===== src/rtl/sercomp_pkg.sv =====
`default_nettype none
// ============================================================================
// Module     : sercomp_pkg
// Description: Shared types for the serial complementer: FSM state encoding,
//              complement-mode encodings and a helper that folds the
//              reserved mode code onto two's complement.
// Revision   : 1.0 - initial release
// ============================================================================
package sercomp_pkg;

    typedef enum logic [1:0] {
        IDLE   = 2'b00,
        COPY   = 2'b01,
        INVERT = 2'b10
    } state_e;

    typedef enum logic [1:0] {
        MODE_PASS = 2'b00,
        MODE_ONES = 2'b01,
        MODE_TWOS = 2'b10
    } mode_e;

    // Code 2'b11 has no meaning of its own and behaves as two's complement.
    function automatic mode_e norm_mode(input logic [1:0] m);
        mode_e r;
        case (m)
            2'b00:   r = MODE_PASS;
            2'b01:   r = MODE_ONES;
            default: r = MODE_TWOS;
        endcase
        return r;
    endfunction

endpackage
`default_nettype wire


===== src/rtl/serial_bit_counter.sv =====
`default_nettype none
// ============================================================================
// Module     : serial_bit_counter
// Description: Bit-position counter for a WIDTH-bit serial word.
//              clear marks the current cycle as bit 0 of a new word; when
//              enable is also set that bit is consumed, so the counter moves
//              straight to 1. enable alone advances, wrapping to 0 after the
//              terminal count.
// Ports      : clk    - clock, rising edge
//              reset  - asynchronous active-low reset
//              clear  - current bit is bit 0 of a new word
//              enable - a bit is consumed this cycle
//              tc     - counter currently points at bit WIDTH-1
// Revision   : 1.0 - initial release
// ============================================================================
module serial_bit_counter #(
    parameter int WIDTH = 8
) (
    input  logic clk,
    input  logic reset,
    input  logic clear,
    input  logic enable,
    output logic tc
);

    localparam int CNT_W = $clog2(WIDTH);
    localparam logic [CNT_W-1:0] C_LAST = CNT_W'(WIDTH - 1);
    localparam logic [CNT_W-1:0] C_ONE  = CNT_W'(1);

    logic [CNT_W-1:0] count_q;
    logic [CNT_W-1:0] count_d;

    assign tc = (count_q == C_LAST);

    always_comb begin
        count_d = count_q;
        if (clear) begin
            count_d = enable ? C_ONE : '0;
        end else if (enable) begin
            count_d = tc ? '0 : count_q + C_ONE;
        end
    end

    always_ff @(posedge clk or negedge reset) begin
        if (!reset) begin
            count_q <= '0;
        end else begin
            count_q <= count_d;
        end
    end

endmodule
`default_nettype wire


===== src/rtl/serial_complementer.sv =====
`default_nettype none
// ============================================================================
// Module     : serial_complementer
// Description: LSB-first serial pass / ones' / two's complementer with a
//              registered 1-cycle output. Two's complement copies bits up to
//              and including the first 1, then inverts the rest.
//              Optional macro SERCOMP_OVF_EN enables most-negative-value
//              overflow detection on ovf; otherwise ovf is tied to 0.
// Ports      : clk       - clock, rising edge
//              reset     - asynchronous active-low reset
//              x         - serial data bit, LSB first
//              valid_in  - qualifies x, start and mode
//              start     - x is bit 0 of a new word (aborts any word)
//              mode      - 00 pass, 01 ones', 10/11 two's
//              y         - registered result bit
//              valid_out - y is valid
//              last_out  - y is bit WIDTH-1 of the result word
//              ovf       - two's-complement overflow, valid with last_out
//              busy      - a word is in progress
// Revision   : 1.0 - initial release
// ============================================================================
module serial_complementer
    import sercomp_pkg::*;
#(
    parameter int WIDTH = 8
) (
    input  logic       clk,
    input  logic       reset,
    input  logic       x,
    input  logic       valid_in,
    input  logic       start,
    input  logic [1:0] mode,
    output logic       y,
    output logic       valid_out,
    output logic       last_out,
    output logic       ovf,
    output logic       busy
);

    state_e state_q, state_d, cur_state;
    mode_e  mode_q,  mode_d,  cur_mode;
    logic   y_q, y_d;
    logic   valid_out_q, valid_out_d;
    logic   last_out_q, last_out_d;
    logic   start_acc, accept, is_last, tc;
    logic   result_bit;

    // A start is honoured in any state; plain bits only inside a word.
    assign start_acc = valid_in && start;
    assign accept    = valid_in && (start || (state_q != IDLE));

    // A start always begins a fresh word in COPY with the newly sampled mode,
    // whether it comes from IDLE or aborts a word in flight.
    assign cur_state = start_acc ? COPY : state_q;
    assign cur_mode  = start_acc ? norm_mode(mode) : mode_q;

    // Bit 0 can never be the last bit since WIDTH >= 2.
    assign is_last = accept && !start_acc && tc;

    serial_bit_counter #(
        .WIDTH (WIDTH)
    ) u_bit_counter (
        .clk    (clk),
        .reset  (reset),
        .clear  (start_acc),
        .enable (accept),
        .tc     (tc)
    );

    always_comb begin
        state_d     = state_q;
        mode_d      = mode_q;
        y_d         = y_q;
        valid_out_d = 1'b0;
        last_out_d  = 1'b0;
        result_bit  = x;

        case (cur_mode)
            MODE_ONES: result_bit = ~x;
            MODE_TWOS: result_bit = (cur_state == INVERT) ? ~x : x;
            default:   result_bit = x;
        endcase

        if (accept) begin
            mode_d      = cur_mode;
            y_d         = result_bit;
            valid_out_d = 1'b1;
            last_out_d  = is_last;
            if (is_last) begin
                state_d = IDLE;
            end else if ((cur_mode == MODE_TWOS) && (cur_state == COPY) && x) begin
                state_d = INVERT;
            end else begin
                state_d = cur_state;
            end
        end
    end

    always_ff @(posedge clk or negedge reset) begin
        if (!reset) begin
            state_q     <= IDLE;
            mode_q      <= MODE_PASS;
            y_q         <= 1'b0;
            valid_out_q <= 1'b0;
            last_out_q  <= 1'b0;
        end else begin
            state_q     <= state_d;
            mode_q      <= mode_d;
            y_q         <= y_d;
            valid_out_q <= valid_out_d;
            last_out_q  <= last_out_d;
        end
    end

`ifdef SERCOMP_OVF_EN
    logic ovf_q, ovf_d;

    // Still in COPY at the last bit with x=1 means every earlier bit was 0:
    // the input is the most negative value, whose negation overflows.
    always_comb begin
        ovf_d = is_last && (cur_mode == MODE_TWOS) && (cur_state == COPY) && x;
    end

    always_ff @(posedge clk or negedge reset) begin
        if (!reset) begin
            ovf_q <= 1'b0;
        end else begin
            ovf_q <= ovf_d;
        end
    end

    assign ovf = ovf_q;
`else
    assign ovf = 1'b0;
`endif

    assign y         = y_q;
    assign valid_out = valid_out_q;
    assign last_out  = last_out_q;
    assign busy      = (state_q != IDLE);

endmodule
`default_nettype wire


===== config.mk =====
export PLATFORM = sky130hd
export DESIGN_NAME = serial_complementer
export DESIGN_NICKNAME = d
export VERILOG_FILES = /design/src/rtl/sercomp_pkg.sv /design/src/rtl/serial_bit_counter.sv /design/src/rtl/serial_complementer.sv
export SDC_FILE = /design/constraint.sdc
export NUM_CORES = 1
export LEC_CHECK = 0
export ABC_AREA = 1
export CORE_AREA = 2 2 39 41
export CTS_CLUSTER_DIAMETER = 200
export DETAILED_ROUTE_END_ITERATION = 16
export DIE_AREA = 0 0 41 43
export HOLD_SLACK_MARGIN = 0.1
export PLACE_DENSITY = 0.72
export RECOVER_POWER = 100
export SYNTH_ARGS = -nofsm -noshare
export SYNTH_HDL_FRONTEND = slang
export SYNTH_SLANG_ARGS = --single-unit

===== constraint.sdc =====
create_clock -name clk -period 3.5 [get_ports clk]
set_input_delay 0.525 -clock clk [delete_from_list [all_inputs] [get_ports clk]]
set_output_delay 0.525 -clock clk [all_outputs]
set_load 0.1 [all_outputs]

==> results of run 1 <==
logic make-up after synthesis:
logic type	Yosys count
fa+ha+maj	4
flops	10
buf+inv	17
other cells	1
simple gates	35
compound gates	7
where the power goes:
part           leakage [nW]  switching, mW  internal, mW
Combinational         0.253          0.234        0.0835
Sequential            0.125         0.0246         0.152
Clock                0.0210         0.0421        0.0632
layout make-up:
| cell class | instances | area (um2) |
|---|---|---|
| inverter | 16 | 61.31 |
| sequential | 10 | 250.2 |
| clock buffer | 4 | 36.28 |
| timing repair buffer | 10 | 100.1 |
| multi-input combinational | 47 | 256.5 |
| tap | 16 | 20.02 |
| fill | 142 | 659.4 |
flip-flops by register name, indices dropped and copies added (netlist names):
signal and flops:
state_q 2, u_bit_counter.count_q 3, mode_q 2, y 1
valid_out 1, last_out 1
cell usage after synthesis:
| master | number | share of area (%) |
|---|---|---|
| nor2_1 | 7 | 4.3 |
| a22oi_2 | 1 | 2.1 |
| a21oi_1 | 1 | 0.83 |
| nand3_1 | 3 | 2.5 |
| inv_1 | 10 | 6.2 |
| nand2_4 | 2 | 3.7 |
| inv_4 | 1 | 1.0 |
| o21ai_1 | 1 | 0.83 |
| dfrtp_1 | 10 | 41 |
| buf_4 | 1 | 1.2 |
| nand2_2 | 4 | 4.1 |
| nor2_2 | 2 | 2.1 |
| nand3_2 | 1 | 1.7 |
| nand4_1 | 1 | 1.0 |
| o21ai_2 | 4 | 5.8 |
| nand2_1 | 15 | 9.3 |
| conb_1 | 1 | 0.62 |
| ha_1 | 4 | 8.3 |
| inv_2 | 5 | 3.1 |
worst reg2reg max path, stage by stage (launching register included):
cell,delay (ps)
dfrtp_1,360
a22oi_1,280
inv_1,90
ha_1,200
a21oi_1,200
nand3_2,100
nand2_1,60
nand2_1,40
metal layers:
metal  routed length (um)  GRT usage [%]  vias to the layer above
met5                    0              0                        -
met4                   19          6.000                        0
met3                   30          1.571                        2
met2                  476          21.25                       11
met1                  447          18.12                      207
li1                     -              -                      248
through the flow:
stage	utilization [%]	setup slack [ps]
6_report	52.35	964.6
5_1_grt	52.35	917.3
4_1_cts	54.52	1027
3_5_place_dp	51.90	1115
3_3_place_gp	51.90	1181
2_1_floorplan	-	1901
final timing paths:
| path | start | endpoint | slack [ps] | depth (start not counted) |
|---|---|---|---|---|
| setup reg to reg | mode_q[0]$_DFFE_PN0P_ | y$_DFFE_PN0P_ | 2060 | 7 |
| min in group asynchronous | reset | valid_out$_DFF_PN0_ | 630 | 1 |
| setup / recovery | state_q[1]$_DFFE_PN0P_ | busy | 960 | 3 |
| hold / removal | y$_DFFE_PN0P_ | y$_DFFE_PN0P_ | 490 | 2 |
| max in group asynchronous | reset | mode_q[0]$_DFFE_PN0P_ | 2570 | 1 |
| hold reg to reg | y$_DFFE_PN0P_ | y$_DFFE_PN0P_ | 490 | 2 |
==> impl_results.md, run 1 <==
- Status: finished clean
- Ant. Diodes: 0
- Setup bufs post-CTS: 0
- Worst path arrival time: 2010 ps
- Syn nets: 85
- Max VDD drop: about 430 uV
- Kind of critical path: reg -> out
- Worst skew pair latency: roughly 270 ps
- Synth Area in Adders: 8.264%
- Commonest non-fill, non-tap cells in the layout: 18 x nand2_1, 11 x inv_1, 10 x dfrtp_1
- Grt ovf: 0
- Num rows: 14
- Die width: 41 um
- Simple-Gate Fraction of Synth Area: between 20% and 30%
- DR WL/cell: roughly 9.5 um
- Final Slew Violations: 0
- Cts hold-fix bufs: 0
- Routed Antenna Nets: 0
- Tmin final: 2535 ps
- Global-route wire length before repair: between 1500 and 2000 um
- Skew final: 0.8211 ps
- Drt first pass iters: 4
- CP peak stage delay: around 1200 ps
- Layout cells sized above 1: ~20%
- Clk slew on worst S/H paths: around 70 ps
- Syn_area_per_cell: about 8.2 um2
- Dpl hpwl: 799.2 um
- CP Buf/Inv Count: 2
- FMAX: roughly 0.39 GHz
- Hold slack: a little under 500 ps
- Initial antenna violation count: 0
- Starting density of the core: 43.76%
- Synth warn: 0
- Via/cell ratio: 4.544
- Setup crit end kind: output port
- Overall routing resource usage: 13.63%
- TNS Setup: 0 ps
- DRC viols: 0
- Final wirelength: 974 um
- Critical Path Slowest Stage Cell: dlygate4sd3_1
- Via count: about 470
- Worst-case clock buffer depth: 2
- Largest net degree at the start of global routing: 11
- Fin cells: just over 100
- Post-synthesis mux area share: 0%
- PnR Total Power: ~600 uW
- # IOs: 12
- Setup violations, final: 0
- IO buf count: 10
- Crit path max-delay family: buffers and inverters
- RSZ-0062 raised after global routing: false
- Relative slew slack: roughly 35%
- Final hold violations: 0
- Placed cells: 99
- Nets: 99
- P_leak: 0.3989 nW
- Fin area: approximately 720 um2
- Compound-Gate Fraction of Synth Area: a little under a tenth
- Clk root buf: clkbuf_4
- Gp weighted congestion: 0.7493
- Worst Path Max Fanout: 5
- Placement Cell Area: 718.2 um2
- Final period utilization: between 70% and 80%
- TritonCTS clock tree: yes
- Yosys cell types: 19
- Yosys reg bits: 10
- Die Y: about 43 um
- H-tree depth: 1
- CP startpoint kind: flip-flop
- Total CTS buffers: 3
- Post-Syn Instances: 74
- Xor/xnor share of the synthesized area: 0%
- Area grow syn2layout: 19.63%
- Core area: ~1400 um2
- Max cap viols: 0
- Commonest non-fill, non-tap cell in the layout: nand2_1
- Mapped cell area: between 600 and 700 um2
- Worst path cell trace: inv_2 -> nand2_2 -> dlygate4sd3_1
- # clock sinks: 10
- Vias in the first global route: roughly 440
- Hold/Removal Path Class: reg -> reg
- Post_cts resized: 0
- Largest family of logic cells by synthesized area: simple AND/OR/NAND/NOR gates
- Initial DRC count: 6
- Pin slew with the least headroom to its limit: between 900 and 1000 ps
- Die footprint: between 1500 and 2000 um2
- Register area share after synthesis: around 41%
- Cell Pwr Density: slightly above 800 nW/um2
- Critical path required time: a little under 3000 ps
No activity file was read; power rests on OpenSTA's default activity.
==> inputs of run 2 (changes only) <==
==> constraint.sdc (replaced) <==
create_clock -name clk -period 2.65 [get_ports clk]
set_input_delay 0.3975 -clock clk [delete_from_list [all_inputs] [get_ports clk]]
set_output_delay 0.3975 -clock clk [all_outputs]
set_load 0.1 [all_outputs]
==> impl_results.md, run 2 (same netlist as run 1, synthesis figures left out) <==
- Status: finished clean
- Worst path arrival time: 1680 ps (-330 ps)
- # IOs: 12 (unchanged)
- Final setup margin: 570.6 ps (-394.0 ps)
- IO buf count: 10 (unchanged)
- Grt ovf: 0 (unchanged)
- Critical path required time: 2250 ps (-720 ps)
- Leading registers by flop count: u_bit_counter.count_q (3), mode_q (2), state_q (2)
- H-tree depth: 1 (unchanged)
- Ant. Diodes: 0 (unchanged)
- Via count: 483 (+3.2%)
- Worst skew pair latency: 260 ps (about the same)
- Tmin final: between 2000 and 2500 ps
- Core area: 1384 um2 (unchanged)
- Clk slew on worst S/H paths: 70 ps (about the same)
- Post_cts resized: 0 (unchanged)
- Kind of critical path: reg -> out
- Crit path max-delay family: buffers and inverters
- Max cap viols: 0 (unchanged)
- Final period utilization: just under 80%
- Die Y: 43 um (unchanged)
- FMAX: 0.4809 GHz
- CP Buf/Inv Count: 2 (unchanged)
- Total CTS buffers: 3 (unchanged)
- Register with the most flip-flops: u_bit_counter.count_q
- Vias in the first global route: 501 (+15%)
- CP peak stage delay: 860 ps (-340 ps)
- Commonest non-fill, non-tap cell in the layout: nand2_1
- Worst Path Max Fanout: 5 (unchanged)
- CP startpoint kind: flip-flop
- Nets: 99 (unchanged)
- Placement Cell Area: 708.2 um2 (-1.4%)
- Initial DRC count: 12 (+6)
- Starting density of the core: 43.76% (unchanged)
- Setup WS pre-CTS: 462.5 ps (-652.6 ps)
- Critical Path Slowest Stage Cell: clkbuf_1
- Gp weighted congestion: 0.7041 (-6.0%)
- Setup violations, final: 0 (unchanged)
- TNS Setup: 0 ps (unchanged)
- Placed cells: 99 (unchanged)
- Final Slew Violations: 0 (unchanged)
- Skew final: 6.087 ps (+5.266 ps)
- Cts hold-fix bufs: 0 (unchanged)
- Die footprint: 1763 um2 (unchanged)
- Dpl hpwl: 839 um (+5.0%)
- Drt first pass iters: 4 (unchanged)
- Worst-case clock buffer depth: 2 (unchanged)
- Clk root buf: clkbuf_4
- Die width: 41 um (unchanged)
- Commonest non-fill, non-tap cells in the layout: 17 x nand2_1, 11 x inv_1, 10 x dfrtp_1
- Max VDD drop: 591.6 uV (+36%)
- TritonCTS clock tree: yes
- Initial antenna violation count: 0 (unchanged)
- Fin area: 710.7 um2 (-1.9%)
- Final wirelength: 1010 um (+3.7%)
- Global-route wire length before repair: 1807 um (+7.4%)
- Worst path cell trace: inv_2 -> nand2_2 -> clkbuf_1
- Final hold violations: 0 (unchanged)
- Fin cells: 103 (unchanged)
- Setup crit end kind: output port
- P_leak: 0.3888 nW (-2.5%)
- RSZ-0062 raised after global routing: false
- PnR Total Power: 775.6 uW (+29%)
- Layout cells sized above 1: 21.84% (+2.3 points)
- Final design utilization: 51.36% (-0.99 points)
- Via/cell ratio: 4.689 (+3.2%)
- Hold slack: 487.3 ps (-1.093 ps)
- Max reg flops: 3 (unchanged)
- Routed Antenna Nets: 0 (unchanged)
- Setup bufs post-CTS: 0 (unchanged)
- # clock sinks: 10 (unchanged)
- Num rows: 14 (unchanged)
- Cell Pwr Density: 1091 nW/um2 (+32%)
- Hold/Removal Path Class: reg -> reg
- Overall routing resource usage: 15.26% (+1.6 points)
- Area grow syn2layout: 17.36%
- DRC viols: 0 (unchanged)
- Largest net degree at the start of global routing: 11 (unchanged)
- Pin slew with the least headroom to its limit: 1166 ps (+186.4 ps)
- DR WL/cell: 9.806 um (+3.7%)
- Relative slew slack: 22.62% (-12 points)
run 2: cell types whose count changed in the layout (fill, tap and decap cells not counted):
| cell | previous run | this run |
|---|---|---|
| dlygate4sd3_1 | 6 | 2 |
| nand2_1 | 18 | 17 |
| nand2_4 | 0 | 1 |
| o21ai_1 | 1 | 0 |
| clkbuf_1 | 0 | 4 |
| o21ai_2 | 3 | 4 |
run 2: tightest hold or removal path: stages (launching register included):
cell,delay (ps)
dfrtp_1,340
nand2_1,50
nand2_1,60
run 2: layout make-up:
cell class | instances | area (um2)
Inverter | 16 | 61.31
Multi-Input combinational cell | 47 | 267.8
Timing Repair Buffer | 10 | 75.07
Sequential cell | 10 | 250.2
Fill cell | 144 | 673.1
Clock buffer | 4 | 36.28
Tap cell | 16 | 20.02
run 2: path summary, 6_finish.rpt:
kind,cells past startpoint,to,startpoint,slack (ps)
worst max-delay path,3,busy,state_q[1]$_DFFE_PN0P_,570
worst min-delay path,2,u_bit_counter.count_q[2]$_DFFE_PN0P_,u_bit_counter.count_q[2]$_DFFE_PN0P_,490
worst max register to register,7,y$_DFFE_PN0P_,mode_q[0]$_DFFE_PN0P_,1250
worst min register to register,2,u_bit_counter.count_q[2]$_DFFE_PN0P_,u_bit_counter.count_q[2]$_DFFE_PN0P_,490
max in group asynchronous,1,y$_DFFE_PN0P_,reset,1830
min in group asynchronous,1,last_out$_DFF_PN0_,reset,510
run 2: routing by layer:
| metal | routed length, um | up-vias | part of all wire (%) | track usage (%) |
|---|---|---|---|---|
| met1 | 406 | 224 | 40 | 13.76 |
| met5 | 0 | - | 0 | 0 |
| met4 | 9 | 0 | 0.89 | 8.667 |
| li1 | - | 248 | - | - |
| met2 | 572 | 9 | 57 | 28.13 |
| met3 | 21 | 2 | 2.1 | 3.141 |
run 2: power by group:
part	leakage (nW)	internal [mW]	switching [mW]	total, mW
clock	0.0210	0.0833	0.0506	0.134
sequential	0.125	0.202	0.0350	0.237
combinational	0.242	0.0925	0.313	0.405
